$ cat src/rtl/sram_arb_pkg.sv
// Shared types and helpers for the SRAM port arbiter.
// Strobe polarity is folded into ENA/DISENA so callers stay polarity-agnostic.
package sram_arb_pkg;

  localparam int DATA_W_DEF = 8;
  localparam int ADDR_W_DEF = 10;

  typedef enum logic [1:0] {
    ST_IDLE   = 2'd0,
    ST_OWN    = 2'd1,
    ST_SWITCH = 2'd2
  } arb_state_t;

  function automatic logic ENA(input bit act_low);
    return act_low ? 1'b0 : 1'b1;
  endfunction

  function automatic logic DISENA(input bit act_low);
    return act_low ? 1'b1 : 1'b0;
  endfunction

endpackage

$ cat src/rtl/sram_rd_tag_pipe.sv
// Read tag delay line: one {valid,id} slot per cycle of SRAM read latency.
// The last slot tells the top which port owns the s_qdata being sampled.
module sram_rd_tag_pipe
  import sram_arb_pkg::*;
#(
  parameter int RD_LAT = 2
) (
  input  logic clk,
  input  logic reset_n,
  input  logic push,
  input  logic push_id,
  output logic pop_valid,
  output logic pop_id,
  output logic pending
);

  logic [RD_LAT-1:0] vld;
  logic [RD_LAT-1:0] ids;

  // shift tags one slot per cycle; reset drops reads in flight
  always_ff @(posedge clk) begin
    if (!reset_n) begin
      vld <= '0;
      ids <= '0;
    end else begin
      vld[0] <= push;
      ids[0] <= push_id;
      for (int i = 1; i < RD_LAT; i++) begin
        vld[i] <= vld[i-1];
        ids[i] <= ids[i-1];
      end
    end
  end

  assign pop_valid = vld[RD_LAT-1];
  assign pop_id    = ids[RD_LAT-1];
  assign pending   = |vld;

endmodule

$ cat src/rtl/sram_port_arbiter.sv
// Two-port round-robin arbiter in front of one synchronous SRAM port.
// Burst lock keeps ownership; the burst cap forces a hand-over.
module sram_port_arbiter
  import sram_arb_pkg::*;
#(
  parameter int DATA_W    = DATA_W_DEF,
  parameter int ADDR_W    = ADDR_W_DEF,
  parameter int RD_LAT    = 2,
  parameter int MAX_BURST = 16,
  parameter bit ACT_LOW   = 1'b1
) (
  input  logic              clk,
  input  logic              reset_n,
  input  logic              r0_req,
  input  logic              r0_we,
  input  logic              r0_lock,
  input  logic [ADDR_W-1:0] r0_addr,
  input  logic [DATA_W-1:0] r0_wdata,
  output logic              r0_gnt,
  output logic              r0_rvalid,
  output logic [DATA_W-1:0] r0_rdata,
  input  logic              r1_req,
  input  logic              r1_we,
  input  logic              r1_lock,
  input  logic [ADDR_W-1:0] r1_addr,
  input  logic [DATA_W-1:0] r1_wdata,
  output logic              r1_gnt,
  output logic              r1_rvalid,
  output logic [DATA_W-1:0] r1_rdata,
  input  logic [DATA_W-1:0] s_qdata,
  output logic              s_clk,
  output logic              s_cen,
  output logic              s_wen,
  output logic              s_oen,
  output logic [ADDR_W-1:0] s_addr,
  output logic [DATA_W-1:0] s_ddata,
  output logic [1:0]        owner,
  output logic              busy
);

  localparam int CW = $clog2(MAX_BURST + 1);
  localparam logic [CW-1:0] CAP    = CW'(MAX_BURST);
  localparam logic [CW-1:0] CAP_M1 = CW'(MAX_BURST - 1);

  arb_state_t        state, state_nx;
  logic              owner_id, owner_id_nx;
  logic              rr_ptr, rr_ptr_nx;
  logic [CW-1:0]     burst_cnt, burst_cnt_nx;
  logic [1:0]        req, lock, gnt;
  logic              own_req, oth_req, own_lock;
  logic              win, acc, acc_id;
  logic              cap_now, cap_hit;
  logic              cmd_we;
  logic [ADDR_W-1:0] cmd_addr;
  logic [DATA_W-1:0] cmd_wdata;
  logic              pop_valid, pop_id, pending;

  assign req      = {r1_req, r1_req ? 1'b0 : 1'b0} | {1'b0, r0_req};
  assign lock     = {r1_lock, r0_lock};
  assign own_req  = req[owner_id];
  assign oth_req  = req[~owner_id];
  assign own_lock = lock[owner_id];
  assign win      = (&req) ? rr_ptr : req[1];
  assign cap_now  = (burst_cnt == CAP);
  assign acc      = |gnt;
  assign acc_id   = gnt[1];
  assign cap_hit  = acc && (burst_cnt == CAP_M1);

  assign r0_gnt = gnt[0];
  assign r1_gnt = gnt[1];
  assign s_clk  = clk;
  assign owner  = {state == ST_OWN, owner_id};
  assign busy   = pending | owner[1];

  assign cmd_we    = acc_id ? r1_we    : r0_we;
  assign cmd_addr  = acc_id ? r1_addr  : r0_addr;
  assign cmd_wdata = acc_id ? r1_wdata : r0_wdata;

  // FSM state, owner, round-robin pointer and burst counter
  always_ff @(posedge clk) begin
    if (!reset_n) begin
      state     <= ST_IDLE;
      owner_id  <= 1'b0;
      rr_ptr    <= 1'b0;
      burst_cnt <= '0;
    end else begin
      state     <= state_nx;
      owner_id  <= owner_id_nx;
      rr_ptr    <= rr_ptr_nx;
      burst_cnt <= burst_cnt_nx;
    end
  end

  // next-state: hand over on release, lock drop or cap while other waits
  always_comb begin
    state_nx     = state;
    owner_id_nx  = owner_id;
    rr_ptr_nx    = rr_ptr;
    burst_cnt_nx = burst_cnt;
    unique case (state)
      ST_IDLE: begin
        if (|req) begin
          state_nx     = ST_OWN;
          owner_id_nx  = win;
          rr_ptr_nx    = ~win;
          burst_cnt_nx = CW'(1);
        end
      end
      ST_OWN: begin
        if (acc && !cap_now)
          burst_cnt_nx = burst_cnt + CW'(1);
        if (!(|req))
          state_nx = ST_IDLE;
        else if (oth_req &&
                 (!own_req || (acc && !own_lock) ||
                  cap_now || cap_hit))
          state_nx = ST_SWITCH;
      end
      ST_SWITCH: begin
        state_nx     = ST_OWN;
        owner_id_nx  = ~owner_id;
        rr_ptr_nx    = owner_id;
        burst_cnt_nx = '0;
      end
      default: state_nx = ST_IDLE;
    endcase
  end

  // grant: IDLE winner, or owner unless capped with the other waiting
  always_comb begin
    gnt = '0;
    unique case (state)
      ST_IDLE:
        if (|req) gnt[win] = 1'b1;
      ST_OWN:
        if (own_req && !(cap_now && oth_req))
          gnt[owner_id] = 1'b1;
      default: gnt = '0;
    endcase
  end

  // SRAM pin registers: strobes pulse per accept, addr/data hold
  always_ff @(posedge clk) begin
    if (!reset_n) begin
      s_cen   <= DISENA(ACT_LOW);
      s_wen   <= DISENA(ACT_LOW);
      s_oen   <= DISENA(ACT_LOW);
      s_addr  <= '0;
      s_ddata <= '0;
    end else if (acc) begin
      s_cen  <= ENA(ACT_LOW);
      s_wen  <= cmd_we ? ENA(ACT_LOW) : DISENA(ACT_LOW);
      s_oen  <= cmd_we ? DISENA(ACT_LOW) : ENA(ACT_LOW);
      s_addr <= cmd_addr;
      if (cmd_we) s_ddata <= cmd_wdata;
    end else begin
      s_cen <= DISENA(ACT_LOW);
      s_wen <= DISENA(ACT_LOW);
      s_oen <= DISENA(ACT_LOW);
    end
  end

  sram_rd_tag_pipe #(
    .RD_LAT (RD_LAT)
  ) u_tag (
    .clk       (clk),
    .reset_n   (reset_n),
    .push      (acc && !cmd_we),
    .push_id   (acc_id),
    .pop_valid (pop_valid),
    .pop_id    (pop_id),
    .pending   (pending)
  );

  // read return: capture s_qdata for the tagged port
  always_ff @(posedge clk) begin
    if (!reset_n) begin
      r0_rvalid <= 1'b0;
      r1_rvalid <= 1'b0;
      r0_rdata  <= '0;
      r1_rdata  <= '0;
    end else begin
      r0_rvalid <= pop_valid && !pop_id;
      r1_rvalid <= pop_valid && pop_id;
      if (pop_valid && !pop_id) r0_rdata <= s_qdata;
      if (pop_valid && pop_id)  r1_rdata <= s_qdata;
    end
  end

endmodule

$ cat config.mk
export PLATFORM = sky130hd
export DESIGN_NAME = sram_port_arbiter
export DESIGN_NICKNAME = d
export VERILOG_FILES = /design/src/rtl/sram_arb_pkg.sv /design/src/rtl/sram_rd_tag_pipe.sv /design/src/rtl/sram_port_arbiter.sv
export SDC_FILE = /design/constraint.sdc
export NUM_CORES = 1
export LEC_CHECK = 0
export CAP_MARGIN = 20
export CELL_PAD_IN_SITES_DETAIL_PLACEMENT = 0
export CELL_PAD_IN_SITES_GLOBAL_PLACEMENT = 1
export CORE_MARGIN = 8
export CORE_UTILIZATION = 33
export DETAILED_ROUTE_END_ITERATION = 10
export GPL_ROUTABILITY_DRIVEN = 0
export PLACE_DENSITY = 0.86
export SKIP_LAST_GASP = 1
export SYNTH_ARGS = -nofsm -noshare
export SYNTH_HDL_FRONTEND = slang
export SYNTH_SLANG_ARGS = --single-unit
export TNS_END_PERCENT = 1
$ cat constraint.sdc
create_clock -name clk -period 5.9 [get_ports clk]
set_input_delay 0.885 -clock clk [delete_from_list [all_inputs] [get_ports clk]]
set_output_delay 0.885 -clock clk [all_outputs]
set_load 0.01 [all_outputs]
==> summary.txt, run 1 <==
Status - finished, final reports clean
Most frequent cells in the layout - clkdlybuf4s50_1, nand2_1, dfxtp_1, nor2_1, a21oi_1
Yosys reg bits - 52
Net Count, Synth - 368
NetSw - 0.336 mW
HPWL after detailed placement - 5320 µm
CP bufs+invs - 3
Worst-skew pair later-pin latency - 0.42 ns
Seq pwr share - 0.403
Placed cell areas - 3520 µm²
P per Cell Area - 282 nW/µm²
Global-route wire length before repair - 11400 µm
PortBufs - 96
Initial antenna violation count - 0
# fillers - 742
Area Overhead vs Synth - 45.1%
GRT Total Usage - 0.136
1st-iter DRT viols - 127
Yosys top cell by area - dfxtp_1
Peak supply drop - 0.122 mV
Aggregate global routing overflow - 0
Final setup viols - 0
Mean area per synthesized cell - 8.13 µm²
Primary FF master, synth - dfxtp_1
Rel. slew slack - 0.570
Comb pwr share - 0.329
Most common cell on crit path - clkbuf_8
Clock power share - 0.268
Share of cells above drive strength 1 - 0.0680
Initial Utilization - 0.332
Hold WS - 0.439 ns
Die footprint - 10700 µm²
Area contributors post-synth - dfxtp_1, nand2_1, nor2_1
Leak - 1.35 nW
Most common cell after layout, fill and taps aside - clkdlybuf4s50_1
CTS clk-pin slew, worst paths - 0.09 ns
Yosys warns - 0
Top-area cell type share of the netlist area - 0.414
Hold Fails Final Rpt - 0
DR vias - 2457
Slew Viols, Final - 0
I/O pin count - 97
CP max FO - 2
Final WS setup - 1.37 ns
CP endpoint kind - output pin
Finished Cell Area - 3650 µm²
Ys async rst share - 0
Largest net degree at the start of global routing - 44
CTS tree - yes
Sw Share - 0.327
Vias in the first global route - 2366
Post-synth EDFFs - 0
Cells after Synth - 309
Crit path largest cell delay - 0.47 ns
Std-Cell Rows - 32
Cell Chain, Critical Path - clkbuf_8 > clkbuf_8 > clkdlybuf4s50_1
Area of the core - 7570 µm²
Drt via density - 4.92
Number of max-cap violations - 0
Quantity of hold-fixing buffers added after cts - 0
Cell Int Power - 0.691 mW
Worst path slowest cell - clkdlybuf4s50_1
Post-cts sizing count - 0
Nets - 455
Drt drc - 0
Clock Skew - 0.0121 ns
Place WS - 1.62 ns
Final TNS setup - 0 ns
Post-route ant nets - 0
DR pass1 iterations - 4
RSZ-0062 raised after global routing - no
Worst Hold Class - flop to flop
Post-CTS Repair Setup Buffers - 0
Synthesized area - 2510 µm²
Final core utilization - 0.482
Worst slew pin tran - 0.638 ns
Final WL - 7260 µm
Yosys cell types - 44
Sequential area share after synthesis - 0.414
Avg WL per Cell - 14.5 µm
Delay-heaviest family, CP - buffers and inverters
Die height - 103 µm
WP data required - 5.02 ns
CP Class - clock port to output pin
Worst Path Arrival - 3.65 ns
Antenna Cells - 0
Die Width - 103 µm
Startpoint class of the critical path - clock port
==> power groups by stage <==
stage          logic (mW)  clock network (mW)  registers, mW
6_report            0.338               0.275          0.414
5_1_grt             0.371               0.298          0.418
4_1_cts             0.341               0.282          0.414
3_5_place_dp        0.339              0.0172          0.421
3_3_place_gp        0.335              0.0172          0.421
2_1_floorplan       0.189              0.0140          0.427
==> state kept, by name, summed over array words and instances, names as in the netlist, 2 cells and up <==
signal     count
u_tag.ids      2
u_tag.vld      2
r0_rdata       8
r1_rdata       8
s_ddata        8
s_addr        10
burst_cnt      5
state          2
==> logic make-up (layout without fill, tap and decap cells) <==
kind of cell             count (synthesis)  after routing  synth area share
AND/OR/NAND/NOR                        137            137             0.243
AO/OA/AOI/OAI                           69             69             0.206
flip-flops                              52             52             0.414
buffers and inverters                   34            122            0.0577
multiplexers                            10             10            0.0448
adder cells (fa/ha/maj)                  7              7            0.0348
==> final timing paths <==
| check | end | cells after the start | start | slack [ns] |
|---|---|---|---|---|
| setup / recovery | s_clk | 3 | clk | 1.37 |
| hold / removal | u_tag.ids[1]$_SDFF_PN0_ | 1 | u_tag.ids[0]$_SDFF_PN0_ | 0.44 |
| setup reg to reg | s_ddata[1]$_SDFFE_PN0P_ | 9 | state[1]$_SDFFE_PN0P_ | 3.12 |
| hold reg to reg | u_tag.ids[1]$_SDFF_PN0_ | 1 | u_tag.ids[0]$_SDFF_PN0_ | 0.44 |
==> cell type report <==
cell class,count,area [µm²],area share
well taps,102,128,0.0350
clock inverters,2,13.8,0.00377
flip-flops and latches,52,1040,0.285
repair buffers,97,966,0.265
inverters,13,48.8,0.0134
clock buffers,10,124,0.0340
multi-input cells,223,1330,0.364
==> worst register-to-register path, stage by stage (launching register included) <==
cell and delay [ns]:
dfxtp_1 0.39, inv_1 0.08, ha_1 0.35, inv_1 0.25, a211oi_4 0.08, o21ai_4 0.14
buf_4 0.41, mux2i_4 0.66, nor2_1 0.12, a211oi_2 0.22
==> metrics by stage <==
stage,total power [mW],cells
finish,1.03,499
global placement,0.773,488
detailed placement,0.777,488
floorplan,0.630,309
CTS,1.04,499
global route,1.09,499
==> synth_stat cells (2+ instances only) <==
cell,instances
nand3b_1,2
nand3_1,16
nor2_1,38
nor2b_1,2
dfxtp_1,52
inv_1,12
mux2i_1,9
a21oi_1,24
o22ai_1,3
nand2b_1,3
ha_1,7
a31o_2,2
a211oi_2,8
nor3b_1,2
nand2_1,61
and2_1,4
nand4_1,2
o21ai_0,7
buf_2,2
a311oi_1,10
buf_4,2
a31oi_1,4
clkbuf_1,16
==> per-layer routing <==
metal  track usage  part of all wire
met3        0.0515             0.072
met2         0.224              0.49
met5             0                 0
met1         0.159              0.43
met4        0.0445             0.012
(Power assumes the default switching activity.)
==> inputs of run 2 (changes only) <==
--- a/config.mk
+++ b/config.mk
@@ -9,10 +9,10 @@
 export CELL_PAD_IN_SITES_DETAIL_PLACEMENT = 0
 export CELL_PAD_IN_SITES_GLOBAL_PLACEMENT = 1
 export CORE_MARGIN = 8
-export CORE_UTILIZATION = 33
+export CORE_UTILIZATION = 28
 export DETAILED_ROUTE_END_ITERATION = 10
 export GPL_ROUTABILITY_DRIVEN = 0
-export PLACE_DENSITY = 0.86
+export PLACE_DENSITY = 0.78
 export SKIP_LAST_GASP = 1
 export SYNTH_ARGS = -nofsm -noshare
 export SYNTH_HDL_FRONTEND = slang
==> constraint.sdc (replaced) <==
create_clock -name clk -period 3.8 [get_ports clk]
set_input_delay 0.57 -clock clk [delete_from_list [all_inputs] [get_ports clk]]
set_output_delay 0.57 -clock clk [all_outputs]
set_load 0.01 [all_outputs]
==> run 2 against run 1 <==
Against the previous run:
- critical path depth did not move
- via count increased by 1.7%
- combinational power increased by 60%
- cell area increased by 1.4%
- first-iteration DRC count is 12% higher
- critical endpoint unchanged
==> summary.txt, run 2 (synthesis gave the netlist of run 1 again) <==
Status - finished, final reports clean
Number of max-cap violations - 0 (unchanged)
CTS clk-pin slew, worst paths - 0.09 ns (about the same)
CP max FO - 2 (unchanged)
Reg-to-Reg End - state[0]$_SDFFE_PN0P_
Cell Int Power - 1.10 mW (+59%)
HPWL after detailed placement - 5570 µm (+4.7%)
Die height - 111 µm (+7.2%)
Initial antenna violation count - 0 (unchanged)
Top reg by flops - s_addr
Largest net degree at the start of global routing - 43 (-2.3%)
Final WL - 7620 µm (+5.0%)
Vias in the first global route - 2507 (+6.0%)
Aggregate global routing overflow - 0 (unchanged)
I/O pin count - 97 (unchanged)
Hold Path Sink - u_tag.ids[1]$_SDFF_PN0_
DR vias - 2498 (+1.7%)
Post-CTS Repair Setup Buffers - 0 (unchanged)
Clock power share - 0.275 (+0.007)
Peak Freq - 317 MHz
NetSw - 0.533 mW (+59%)
P per Cell Area - 441 nW/µm² (+56%)
Post-cts sizing count - 0 (unchanged)
Area Overhead vs Synth - 47.1%
Clock Skew - 0.00518 ns (-0.00696 ns)
Leak - 1.38 nW (+1.9%)
CP endpoint kind - output pin
Avg WL per Cell - 15.0 µm (+3.0%)
Drt drc - 0 (unchanged)
Final min period - 3.16 ns
Antenna Cells - 0 (unchanged)
Nets - 460 (+1.1%)
Rel. slew slack - 0.547 (-0.0240)
Max Used Layer - met4
Placed cell areas - 3570 µm² (+1.3%)
Worst-skew pair later-pin latency - 0.42 ns (about the same)
Post-route ant nets - 0 (unchanged)
Initial Utilization - 0.288 (-0.0439)
Metal-1 WL - 3290 µm (+6.4%)
Most common cell after layout, fill and taps aside - clkdlybuf4s50_1
Metal2 WL - 3540 µm (-0.42%)
Tcrit/Tclk final - 0.832
Most frequent cells in the layout - clkdlybuf4s50_1, nand2_1, dfxtp_1, nor2_1, a21oi_1
R2R setup slack - 1.43 ns (-1.69 ns)
Global-route wire length before repair - 12400 µm (+8.8%)
Final TNS setup - 0 ns (unchanged)
Peak supply drop - 0.297 mV (+140%)
Worst Hold Class - flop to flop
Total power - 1.63 mW (+59%)
Seq pwr share - 0.393 (-0.010)
FF-to-FF Start - state[0]$_SDFFE_PN0P_
Sw Share - 0.327 (about the same)
DR pass1 iterations - 4 (unchanged)
Reg2reg path depth - 8 (-1)
WP data required - 3.23 ns (-1.79 ns)
Std-Cell Rows - 34 (+6.3%)
Die footprint - 12300 µm² (+15%)
Die Width - 111 µm (+7.2%)
Quantity of hold-fixing buffers added after cts - 0 (unchanged)
Area of the core - 8720 µm² (+15%)
Final setup viols - 0 (unchanged)
Worst Path Arrival - 2.59 ns (-1.06 ns)
Slew Viols, Final - 0 (unchanged)
RSZ-0062 raised after global routing - no
Worst slew pin tran - 0.674 ns (+0.0356 ns)
Met3 wire length - 693 µm (+32%)
CTS tree - yes
GRT Total Usage - 0.121 (-0.0150)
Hold Path Depth - 1 (unchanged)
Share of cells above drive strength 1 - 0.0798 (+0.0118)
Drt via density - 4.91 (-0.33%)
Finished Cell Area - 3700 µm² (+1.4%)
Comb pwr share - 0.332 (+0.003)
PortBufs - 96 (unchanged)
CP Class - clock port to output pin
Hold Fails Final Rpt - 0 (unchanged)
Hold_sp - u_tag.ids[0]$_SDFF_PN0_
Startpoint class of the critical path - clock port
1st-iter DRT viols - 142 (+12%)
Max FFs per register - 10 (unchanged)
# fillers - 882 (+19%)
run 2: cell types whose count changed in the layout (fill, tap and decap cells not counted):
cell | before | now
buf_4 | 2 | 7
clkbuf_1 | 1 | 0
clkbuf_8 | 8 | 9
clkinv_2 | 1 | 0
clkinv_4 | 0 | 1
inv_6 | 1 | 0
run 2: worst max-delay path by stage:
stage                          start  endpoint  depth (start not counted)  slack (ns)
6_report                         clk     s_clk                          3        0.64
5_1_grt        state[1]$_SDFFE_PN0P_    r0_gnt                          7        0.43
4_1_cts        state[1]$_SDFFE_PN0P_    r0_gnt                          7        0.61
3_5_place_dp                  r1_req    r0_gnt                          6        0.82
3_3_place_gp                     clk     s_clk                          1        0.88
2_1_floorplan                    clk     s_clk                          1        1.21
run 2: power by group through the flow:
stage	Combinational, mW	Sequential, mW	Clock (mW)
2_1_floorplan	0.294	0.662	0.0217
3_3_place_gp	0.540	0.651	0.0268
3_5_place_dp	0.542	0.652	0.0268
4_1_cts	0.545	0.641	0.459
5_1_grt	0.592	0.650	0.483
6_report	0.540	0.640	0.449
run 2: critical path, stage by stage:
cell	delay, ns
clkbuf_8	0.11
clkbuf_8	0.12
clkdlybuf4s50_1	0.47
run 2: metal layers:
metal,vias up,track usage
met4,0,0.0459
met3,9,0.0563
met5,-,0
met2,95,0.190
li1,1248,-
met1,1146,0.140
run 2: through the flow:
| stage | std cells | hold WS [ns] | utilization | setup WS, ns |
|---|---|---|---|---|
| after global placement | 499 | 0.417 | 0.409 | 0.881 |
| after detailed placement | 499 | 0.424 | 0.409 | 0.816 |
| after CTS | 509 | 0.447 | 0.424 | 0.606 |
| after global routing | 509 | 0.455 | 0.424 | 0.434 |
| final | 509 | 0.445 | 0.424 | 0.637 |
| after floorplan | 309 | 0.412 | - | 1.21 |
run 2: cell type report:
| type | count | area (µm²) | share of cell area |
|---|---|---|---|
| clock inverter | 1 | 8.76 | 0.00237 |
| multi-input combinational | 223 | 1330 | 0.359 |
| inverter | 13 | 48.8 | 0.0132 |
| tap | 108 | 135 | 0.0365 |
| clock buffer | 10 | 134 | 0.0362 |
| sequential | 52 | 1040 | 0.281 |
| timing repair buffer | 102 | 1000 | 0.271 |
